==> src/rtl/dup_adder_checker_60.sv <==
// Duplicated-adder checker: complement-duplicate and parity-prediction checks.
// Define CHECKER_HALT_ON_ERR_EN to stop accepting words after a reported error.
module dup_adder_checker_60 #(
  parameter int WIDTH = 60,
  parameter int CNT_W = 16
) (
  input  logic             clk,
  input  logic             rst_n,
  input  logic             in_valid,
  output logic             in_ready,
  input  logic [WIDTH-1:0] s,
  input  logic [WIDTH-1:0] s_invert,
  input  logic             papb,
  input  logic             pab,
  input  logic             clear,
  output logic             out_valid,
  output logic             err_dup,
  output logic             err_par,
  output logic             err_sticky,
  output logic [CNT_W-1:0] err_count
);

  typedef enum logic {
    RUN  = 1'b0,
    HALT = 1'b1
  } state_t;

  state_t state_q;
  state_t state_d;

  logic             xfer;
  logic             v1_q;
  logic [WIDTH-1:0] s1_q;
  logic [WIDTH-1:0] sinv1_q;
  logic             papb1_q;
  logic             pab1_q;
  logic             dup_c;
  logic             par_c;
  logic             report_err;

  assign xfer = in_valid & in_ready;

  always_ff @(posedge clk) begin
    if (!rst_n) begin
      v1_q <= 1'b0;
    end else begin
      v1_q <= xfer;
    end
  end

  // Payload only moves on a transfer; its valid bit qualifies it.
  always_ff @(posedge clk) begin
    if (xfer) begin
      s1_q    <= s;
      sinv1_q <= s_invert;
      papb1_q <= papb;
      pab1_q  <= pab;
    end
  end

  assign dup_c = |(s1_q ~^ sinv1_q);
  assign par_c = (^s1_q) ^ papb1_q ^ pab1_q;

  always_ff @(posedge clk) begin
    if (!rst_n) begin
      out_valid <= 1'b0;
      err_dup   <= 1'b0;
      err_par   <= 1'b0;
    end else begin
      out_valid <= v1_q;
      err_dup   <= v1_q & dup_c;
      err_par   <= v1_q & par_c;
    end
  end

  assign report_err = out_valid & (err_dup | err_par);

  always_ff @(posedge clk) begin
    if (!rst_n) begin
      err_sticky <= 1'b0;
      err_count  <= '0;
    end else if (clear) begin
      err_sticky <= 1'b0;
      err_count  <= '0;
    end else if (report_err) begin
      err_sticky <= 1'b1;
      if (err_count != {CNT_W{1'b1}}) begin
        err_count <= err_count + CNT_W'(1);
      end
    end
  end

  always_ff @(posedge clk) begin
    if (!rst_n) begin
      state_q <= RUN;
    end else begin
      state_q <= state_d;
    end
  end

  always_comb begin
    state_d = state_q;
    unique case (state_q)
      RUN: begin
`ifdef CHECKER_HALT_ON_ERR_EN
        if (!clear && report_err) begin
          state_d = HALT;
        end
`endif
      end
      HALT: begin
        if (clear) begin
          state_d = RUN;
        end
      end
      default: state_d = RUN;
    endcase
  end

`ifdef CHECKER_HALT_ON_ERR_EN
  assign in_ready = (state_q == RUN);
`else
  assign in_ready = 1'b1;
`endif

endmodule
==> config.mk <==
export PLATFORM = sky130hd
export DESIGN_NAME = dup_adder_checker_60
export DESIGN_NICKNAME = d
export VERILOG_FILES = /design/src/rtl/dup_adder_checker_60.sv
export SDC_FILE = /design/constraint.sdc
export NUM_CORES = 1
export LEC_CHECK = 0
export ABC_AREA = 1
export CORE_UTILIZATION = 45
export CTS_CLUSTER_SIZE = 25
export DETAILED_ROUTE_END_ITERATION = 12
export PLACE_DENSITY = 0.71
export RECOVER_POWER = 100
export SLEW_MARGIN = 20
export SYNTH_ARGS = -nofsm -noshare
export SYNTH_HDL_FRONTEND = slang
export SYNTH_SLANG_ARGS = --single-unit
==> constraint.sdc <==
create_clock -name clk -period 2 [get_ports clk]
set_clock_uncertainty 0.2 [all_clocks]
set_input_delay 0.4 -clock clk [delete_from_list [all_inputs] [get_ports clk]]
set_output_delay 0.4 -clock clk [all_outputs]
set_load 0.02 [all_outputs]
# Word level (Yosys, flattened, before mapping)
# Index checks and enable logic that the tools add are counted.
# word_totals
register_bits,143
in_bits,126
output_inout_bits,21
# classes
addsub,1
eq_ne,1
bitwise,8
n_reduce_logical,4
# op_table
op,count
$reduce_or 60->1,1
$reduce_xor 60->1,1
$xnor 60x60->60,1
$add 16x1->16 const B,1
$ne 16x16->1 const B,1
$and 1x1->1,3
$reduce_and 2->1,1
$reduce_or 2->1,1
$xor 1x1->1,2
$not 1->1,1
$or 1x1->1,1

# Longest topological paths before layout
# Gate-level depths: netlist of run 1.
# depth
ltp_word,4
depth_mapped,16
ltp_nobuf,16

# Worst setup path before layout of run 1
# No wires, ideal clock.
# synth_path
path_kind,register to register
startpoint,reg err_count[1]
endpoint,reg err_count[14]
arrival_ns,1.574
required_ns,1.685
path_slack_ns,0.111
stages_incl_launch_ff,10
path_buffers,0
synth_period_minus_slack_ns,1.889
cell_sequence,dfxtp_1 ha_1 inv_1 nor4_2 inv_1 nor2_2 nand2_1 nor3_2 a21oi_1 o21a_1
# synth_between
elab_chain_cells,2
word_cells_on_any_way,3
# synth_rtl
element,line_no,source
from (decl),20,output logic [CNT_W-1:0] err_count
from (signal assigned),88,err_count <= err_count + CNT_W'(1);
"parallel branches: the longest is 2 deep, another holds $add 16x1->16",n/a,
# Several ways; the timed one is not identified.
# A chain may end at the register's enable or synchronous reset.

# Worst setup path in the final report of run 1
# layout_path
startpoint,reg err_sticky
endpoint,out err_sticky
# layout_lines
element,line_no,source
from (decl),19,"output logic err_sticky,"
from (signal assigned),80,err_sticky <= 1'b0;
from (signal assigned),83,err_sticky <= 1'b0;
from (signal assigned),86,err_sticky <= 1'b1;
# No word-level cell between the ends.

==> results.yml, run 1 <==
timing:
  worst_slack_ns: 0.04642
  timing.final.crit_share: 0.9768
  report.final.slew_viol_count: 0
  setup_viol: 0
  fin_crit_ns: 1.954
  maxSlewHeadroom: 0.4794
  finalHoldViolations: 0
  fmax_mhz: 511.9
  rsz0062_at_grt: "yes"
  tightest_slew_ns: 0.7809
worst_setup_path:
  crit_fanout: 2
  crit_chain: "clkdlybuf4s50_1"
  r2r_slack_ns: 0.12
  cp_num_buf_inv: 1
  critPathTopFamily: "buffers and inverters"
  required_ns: 1.40
  crit_type: "register to primary output"
  max_stage_delay_ns: 0.61
  crit_path_start_kind: "register"
  slowest_stage: "clkdlybuf4s50_1"
  arrival_ns: 1.35
  cp-end-kind: "primary output"
synthesis:
  synth-edff-count: 122
  ys.flop_type: "edfxtp_1"
  syn_area_per_cell_um2: 10.13
  syn_inst: 652
  syn_area_um2: 6608
  async_reset_ff_frac: 0
  yosysUniqueCellTypes: 36
  synth-seq-cells: 143
  syn_nets: 779
  synth.yosys.warnings: 0
  yosysSeqAreaShare: 0.6181
placement:
  place_ws_ns: -0.03083
  io_buffer_count: 145
  gp_congestion: 0.7748
  dp_cells: 980
  dp_hpwl_um: 9777
drt:
  wirelength_um: 13610
  postRouteAntennaNets: 0
  num_vias: 4895
  drc: 0
  drt_iter0_markers: 198
  wl_per_cell_um: 13.24
  dr.pass1.iters: 4
  routed_via_density: 4.762
power:
  p_leak_uw: 0.003810
  peakVddDrop_v: 0.0006636
  power.density_nw_per_um2: 855.1
global_routing:
  grt_pass1_wl_um: 20780
  antenna_found_initial: 7
  track_usage: 0.1853
  grt_pass1_vias: 4680
  grt_overflow: 0
  grt_max_degree: 70
finish:
  finalNonFillerCells: 1028
  syn_to_final_growth_pct: 37.34
  drive_gt1_frac: 0.1269
  final_nets: 957
floorplan:
  boundaryPins: 147
  coreArea_um2: 14100
  start_util: 0.4688
  die_area_um2: 15170
  die_h_um: 123.2
  die_w_um: 123.2
  fp-row-count: 43
clock_tree:
  clock-sinks: 143
  cts-root-buf: "clkbuf_16"
  clk-insertion-delay-late_ns: 0.42
  clkTransAtPathRegs_ns: 0.06
  cts_buffers: 17
  cts_tree: "done"
  cts_max_path_buffers: 2
  cts_max_level: 4
outcome:
  status: "finished, final reports clean"
worst_hold_path:
  min_path_type: "register to register"
run:
  cap_violations: 0
## Yosys cell counts (all sizes together), types with 7 or more instances
master,number,area share
xor2,41,0.054
dfxtp,21,0.064
a21oi,16,0.013
nor2,41,0.026
nand2,236,0.14
edfxtp,122,0.55
nand3,27,0.021
inv,67,0.038
or2,7,0.0066
xnor2,35,0.048
nand4,7,0.0066
o21ai,11,0.0083
## area by class of cell
| class | count | area (µm²) |
|---|---|---|
| tap | 180 | 225.2 |
| clock inverter | 13 | 137.6 |
| multi-input combinational | 439 | 2395 |
| clock buffer | 19 | 432.9 |
| timing repair buffer | 161 | 1529 |
| fill | 1098 | 5021 |
| antenna | 5 | 12.51 |
| inverter | 68 | 255.2 |
| sequential | 143 | 4088 |
## layout by cell type (no fill, tap or decap), types with 12 or more instances in the layout
cell type,instances
nand2_1,220
dlygate4sd3_1,122
edfxtp_1,122
inv_1,55
xor2_1,40
nor2_1,30
xnor2_1,30
nand3_1,23
dfxtp_1,18
dlygate4sd2_1,18
clkbuf_16,17
a21oi_1,14
nand2_2,14
inv_2,12
## report_power, final
part	internal, µW	leakage, µW	total (µW)	switching (µW)
Sequential	3480	0.00137	3640	164
Combinational	527	0.00217	1080	550
Clock	1840	0.000276	3040	1210
Total	5840	0.00381	7760	1920
## path summary, 6_finish.rpt
kind	start	to	depth (start not counted)
setup / recovery	err_sticky$_SDFFE_PP0P_	err_sticky	1
hold / removal	err_count[15]$_SDFFE_PP0P_	err_count[15]$_SDFFE_PP0P_	2
setup reg to reg	err_count[0]$_SDFFE_PP0P_	err_count[15]$_SDFFE_PP0P_	11
hold reg to reg	err_count[15]$_SDFFE_PP0P_	err_count[15]$_SDFFE_PP0P_	2
## repair_timing
| item | 4_1_cts | 5_1_grt |
|---|---|---|
| setup endpoints to repair | 20 | 6 |
| hold buffers | 0 | 0 |
| pin swaps | 3 | 17 |
| setup buffers | 2 | 9 |
| gates resized for setup | 22 | 41 |
## logic make-up (layout without fill, tap and decap cells)
kind of cell,Yosys count,count (layout),synth area share
compound gates,30,30,0.02462
xor+xnor,76,76,0.1019
fa+ha+maj,1,1,0.001893
buf+inv,70,261,0.04033
flops,143,143,0.6181
other cells,1,6,0.0005675
simple gates,331,331,0.2127
## stage by stage
stage                     setup TNS, ns  total power [µW]  cell area [µm²]  utilization  hold WS (ns)
after detailed placement       -0.03083              4752             8333       0.5912        0.2538
after global routing           -0.05745              8123             9070       0.6434        0.2962
after global placement                0              4712             8333       0.5912        0.2577
after CTS                             0              7808             8907       0.6319        0.1413
final                                 0              7760             9075       0.6438        0.2696
after floorplan                       0              4293             6608            -        0.2216
## sequential cells by signal, indices dropped and copies added (netlist names)
register    cells
pab1_q          1
err_par         1
err_dup         1
err_count      16
papb1_q         1
sinv1_q        60
s1_q           60
v1_q            1
out_valid       1
err_sticky      1
## metal layers
metal	up-vias	wire length, µm	track usage
li1	2482	-	-
met1	2243	5495	0.1992
met2	140	6833	0.3251
met4	4	271	0.07304
met3	26	978	0.07288
met5	-	27	0
No activity file was read; power rests on OpenSTA's default activity.
==> inputs of run 2 (changes only) <==
PLACE_DENSITY = 0.73   (was 0.71)
clock period = 1.7 ns   (was 2 ns; I/O delays follow)
==> run 2 against run 1 <==
  * Count of clock-buffer cells in the layout is 2 lower
  * Combinational power grew 29%
  * Worst hold slack better by 0.0055 ns
  * Non-clock buffer count increased by 62
  * Cell count increased by 5.7%
  * Wire length rose by 8.6%
  * Largest power group unchanged
  * The run now ends with negative setup slack left
  * Sequential share of layout area is 2.6 points lower
==> results.yml, run 2 (same netlist as run 1, synthesis figures left out) <==
outcome:
  status: "finished, violations left"
  violations: "negative setup slack"
worst_setup_path:
  arrival_ns: 2.08
  required_ns: 1.86
  cp-end-kind: "register"
  crit_chain: "o21ai_0, inv_2, nand2_2, nor2_4, nand2_4, nor2_4, nand4_1, or2_1, a21oi_2"
  crit_fanout: 3
  max_stage_delay_ns: 0.35
  critPathTopFamily: "simple AND/OR/NAND/NOR gates"
  slowest_stage: "dfxtp_1"
  crit_type: "register to register"
  cp_num_buf_inv: 1
  crit_top_cell: "nor2_4"
  crit_path_start_kind: "register"
clock_tree:
  clock-sinks: 143
  cts-root-buf: "clkbuf_16"
  clkTransAtPathRegs_ns: 0.06
  clk-insertion-delay-late_ns: 0.42
  cts_max_level: 4
  cts_tree: "done"
  cts_buffers: 17
  cts_max_path_buffers: 2
  ctsHoldBuffers: 0
floorplan:
  start_util: 0.4688
  fp-row-count: 43
  boundaryPins: 147
  die_h_um: 123.2
  die_w_um: 123.2
  coreArea_um2: 14100
  die_area_um2: 15170
finish:
  fill_cells: 1072
  layout_common_cells: "nand2_1, dlygate4sd3_1, edfxtp_1, buf_4, inv_1"
  drive_gt1_frac: 0.2166
  mostFrequentLayoutCell: "nand2_1"
  postLayoutCellArea_um2: 9668
  final_nets: 1019
  reg_top3: "s1_q x60, sinv1_q x60, err_count x16"
  syn_to_final_growth_pct: 46.32
placement:
  place_ws_ns: -0.1985
  io_buffer_count: 145
  gp_congestion: 0.8165
  dp_hpwl_um: 10720
  placed_area_um2: 8841
timing:
  finalHoldViolations: 0
  fmax_mhz: 522.1
  hold_ws_ns: 0.2752
  timing.final.crit_share: 1.127
  fin_crit_ns: 1.915
  maxSlewHeadroom: 0.3284
  tightest_slew_ns: 1.007
  setup_viol: 13
  rsz0062_at_grt: "yes"
  tns_ns: -1.033
  report.final.slew_viol_count: 0
  worst_slack_ns: -0.2154
power:
  power.density_nw_per_um2: 980.0
  p_leak_uw: 0.004117
  peakVddDrop_v: 0.0007499
  p_total_uw: 9475
drt:
  dr.pass1.iters: 4
  num_vias: 5110
  wl_per_cell_um: 13.59
  routed_via_density: 4.701
  drc: 0
  wirelength_um: 14770
  postRouteAntennaNets: 0
  drt_iter0_markers: 201
run:
  cap_violations: 0
global_routing:
  grt_max_degree: 66
  grt_overflow: 0
  track_usage: 0.2015
  grt_pass1_vias: 5076
  grt_pass1_wl_um: 22640
  antenna_found_initial: 2
worst_hold_path:
  min_path_type: "register to register"
-- run 2: power breakdown --
| part | switching (µW) | internal [µW] | leakage, µW |
|---|---|---|---|
| clock network | 1500 | 2330 | 0.000291 |
| registers | 175 | 4090 | 0.00137 |
| logic | 693 | 695 | 0.00246 |
-- run 2: path summary, 6_finish.rpt --
kind              cells past startpoint                        from                          to  slack [ns]
setup / recovery                      9          err_par$_SDFF_PN0_  err_count[15]$_SDFFE_PP0P_       -0.22
hold / removal                        2  err_count[15]$_SDFFE_PP0P_  err_count[15]$_SDFFE_PP0P_        0.28
setup reg to reg                      9          err_par$_SDFF_PN0_  err_count[15]$_SDFFE_PP0P_       -0.22
hold reg to reg                       2  err_count[15]$_SDFFE_PP0P_  err_count[15]$_SDFFE_PP0P_        0.28
-- run 2: through the flow --
stage                 util  std cells
finish              0.6859       1087
global route        0.6859       1087
CTS                 0.6781       1082
detailed placement  0.6272       1044
global placement    0.6272       1044
floorplan                -        652
-- run 2: worst reg2reg max path: cells and delay by family (launching register included) --
family                 cells  cell delay (ns)
AO/OA/AOI/OAI              2             0.32
buffers and inverters      1             0.14
flip-flops                 1             0.35
AND/OR/NAND/NOR            6             0.85
-- run 2: area by class of cell --
type,instances,area (µm²),area share
flip-flops and latches,143,4103,0.4244
diodes,2,5.005,0.0005177
inverters,68,260.3,0.02692
clock buffers,17,425.4,0.04400
multi-input cells,439,2481,0.2566
well taps,180,225.2,0.02329
clock inverters,15,187.7,0.01941
repair buffers,223,1981,0.2049
-- run 2: layer usage --
layer  wire length [µm]  vias to the layer above  GRT usage
met5                  0                        -          0
met4                269                        0    0.08509
met3                820                       24    0.05996
met2               7836                      132     0.3617
met1               5845                     2344     0.2200
li1                   -                     2610          -
-- run 2: repair_timing --
| action | CTS | global route |
|---|---|---|
| pin swaps | 9 | 30 |
| buffers inserted | 6 | 5 |
| gates resized for setup | 68 | 54 |
| setup endpoints to repair | 30 | 23 |
==> inputs of run 3 (changes only) <==
CORE_MARGIN = 1.5   (was unset)
==> run 3 against run 2 <==
  * The run still ends with negative setup slack left
  * Non-clock buffer count rose by 5
  * Register-to-register slack barely moved
  * Combinational power about the same
  * Setup slack improved by 0.012 ns
  * Critical path depth rose by 2
  * Sequential power about the same
  * Cell area about the same
  * Utilization fell by 1.6 points
  * Count of clock-buffer cells in the layout is 1 higher
  * Largest cell class unchanged
==> results.yml, run 3 (same netlist as run 1, synthesis figures left out) <==
outcome:
  status: "finished, violations left"
  violations: "negative setup slack"
power:
  p_leak_uw: 0.004130
  power.density_nw_per_um2: 944.2
  peakVddDrop_v: 0.0006967
worst_setup_path:
  max_stage_delay_ns: 0.35
  r2r_slack_ns: -0.20
  r2r_start: "err_count[1]$_SDFFE_PP0P_"
  arrival_ns: 2.06
  slowest_stage: "dfxtp_4"
  crit_type: "register to register"
  crit_fanout: 3
  crit_path_start_kind: "register"
  crit_chain: "ha_4, nand3_2, nor2_2, nand3_2, nand2_2, nor2_4, nand2_4, nor2_4, nand4_1, or2_1, a21oi_2"
  rr_worst_depth: 11
  r2r-end: "err_count[15]$_SDFFE_PP0P_"
  cp-end-kind: "register"
  required_ns: 1.86
finish:
  drive_gt1_frac: 0.2198
  mostFrequentLayoutCell: "nand2_1"
  syn_to_final_growth_pct: 46.26
  final_nets: 1024
  postLayoutCellArea_um2: 9664
  utilization: 0.6700
  reg_top3: "s1_q x60, sinv1_q x60, err_count x16"
  layout_common_cells: "nand2_1, dlygate4sd3_1, edfxtp_1, buf_4, inv_1"
timing:
  fin_crit_ns: 1.904
  worst_slack_ns: -0.2038
  tns_ns: -1.216
  maxSlewHeadroom: 0.4966
  rsz0062_at_grt: "yes"
  report.final.slew_viol_count: 0
  tightest_slew_ns: 0.7551
  hold_ws_ns: 0.2916
  fmax_mhz: 525.3
  setup_viol: 13
  finalHoldViolations: 0
  timing.final.crit_share: 1.120
floorplan:
  boundaryPins: 147
  start_util: 0.4581
  die_area_um2: 15420
  coreArea_um2: 14420
  die_h_um: 124.2
  fp-row-count: 44
  die_w_um: 124.2
global_routing:
  antenna_found_initial: 3
  grt_overflow: 0
  track_usage: 0.1915
  grt_pass1_vias: 5104
  grt_max_degree: 61
  grt_pass1_wl_um: 21820
clock_tree:
  cts_tree: "done"
  cts-root-buf: "clkbuf_16"
  cts_max_level: 4
  cts_buffers: 17
  clkTransAtPathRegs_ns: 0.06
  clk-insertion-delay-late_ns: 0.42
  cts_max_path_buffers: 2
  ctsHoldBuffers: 0
  clock-sinks: 143
drt:
  wl_per_cell_um: 13.27
  drt_iter0_markers: 255
  postRouteAntennaNets: 0
  routed_via_density: 4.758
  wirelength_um: 14560
  num_vias: 5219
  drc: 0
  dr.pass1.iters: 4
worst_hold_path:
  min_path_type: "register to register"
  hold_start: "v1_q$_SDFF_PN0_"
  worstHoldEndpoint: "out_valid$_SDFF_PN0_"
  hold_path_depth: 2
placement:
  gp_congestion: 0.8024
  placed_area_um2: 8869
  dp_hpwl_um: 10730
  place_ws_ns: -0.2907
  io_buffer_count: 145
run:
  cap_violations: 0
run 3: how the worst max path moves through the flow:
| stage | depth (start not counted) | startpoint | to |
|---|---|---|---|
| after floorplan | 8 | err_count[5]$_SDFFE_PP0P_ | err_count[14]$_SDFFE_PP0P_ |
| after global placement | 7 | s1_q[37]$_DFFE_PP_ | err_dup$_SDFF_PN0_ |
| after detailed placement | 7 | s1_q[37]$_DFFE_PP_ | err_dup$_SDFF_PN0_ |
| after CTS | 12 | s1_q[20]$_DFFE_PP_ | err_par$_SDFF_PN0_ |
| after global routing | 15 | s1_q[36]$_DFFE_PP_ | err_par$_SDFF_PN0_ |
| final | 11 | err_count[1]$_SDFFE_PP0P_ | err_count[15]$_SDFFE_PP0P_ |
run 3: per-layer routing:
metal  track usage  wire length, µm  up-vias
li1              -                -     2613
met3       0.06090              990       30
met5             0               13        -
met1        0.2007             5646     2430
met4       0.08310              264        2
met2        0.3503             7642      144
run 3: timing repair:
item                                    CTS  global route
resized for setup                        79            44
pin swaps                                11            16
buffers inserted                          6             8
endpoints found under the setup margin   31            26
run 3: cell type report:
class                           count  area, µm²
Inverter                           68      255.2
Sequential cell                   143       4103
Tap cell                          184      230.2
Clock buffer                       18      429.2
Clock inverter                     14      123.9
Timing Repair Buffer              228       2051
Antenna cell                        3      7.507
Fill cell                        1092       4760
Multi-Input combinational cell    439       2465
run 3: metrics by stage:
| step | power, µW | cells |
|---|---|---|
| final | 9125 | 1097 |
| after global routing | 9555 | 1095 |
| after CTS | 9268 | 1088 |
| after detailed placement | 5740 | 1051 |
| after global placement | 5667 | 1051 |
| after floorplan | 5048 | 652 |
run 3: power breakdown:
group | internal (µW) | switching [µW]
Clock | 1920 | 1540
Combinational | 720 | 692
Sequential | 4080 | 175
Total | 6720 | 2410
run 3: critical path, delay by kind of cell, from the launching register on:
kind	cells	cell delay [ns]
AO/OA/AOI/OAI	1	0.11
flip-flops	1	0.35
AND/OR/NAND/NOR	9	1.02
adder cells (fa/ha/maj)	1	0.16
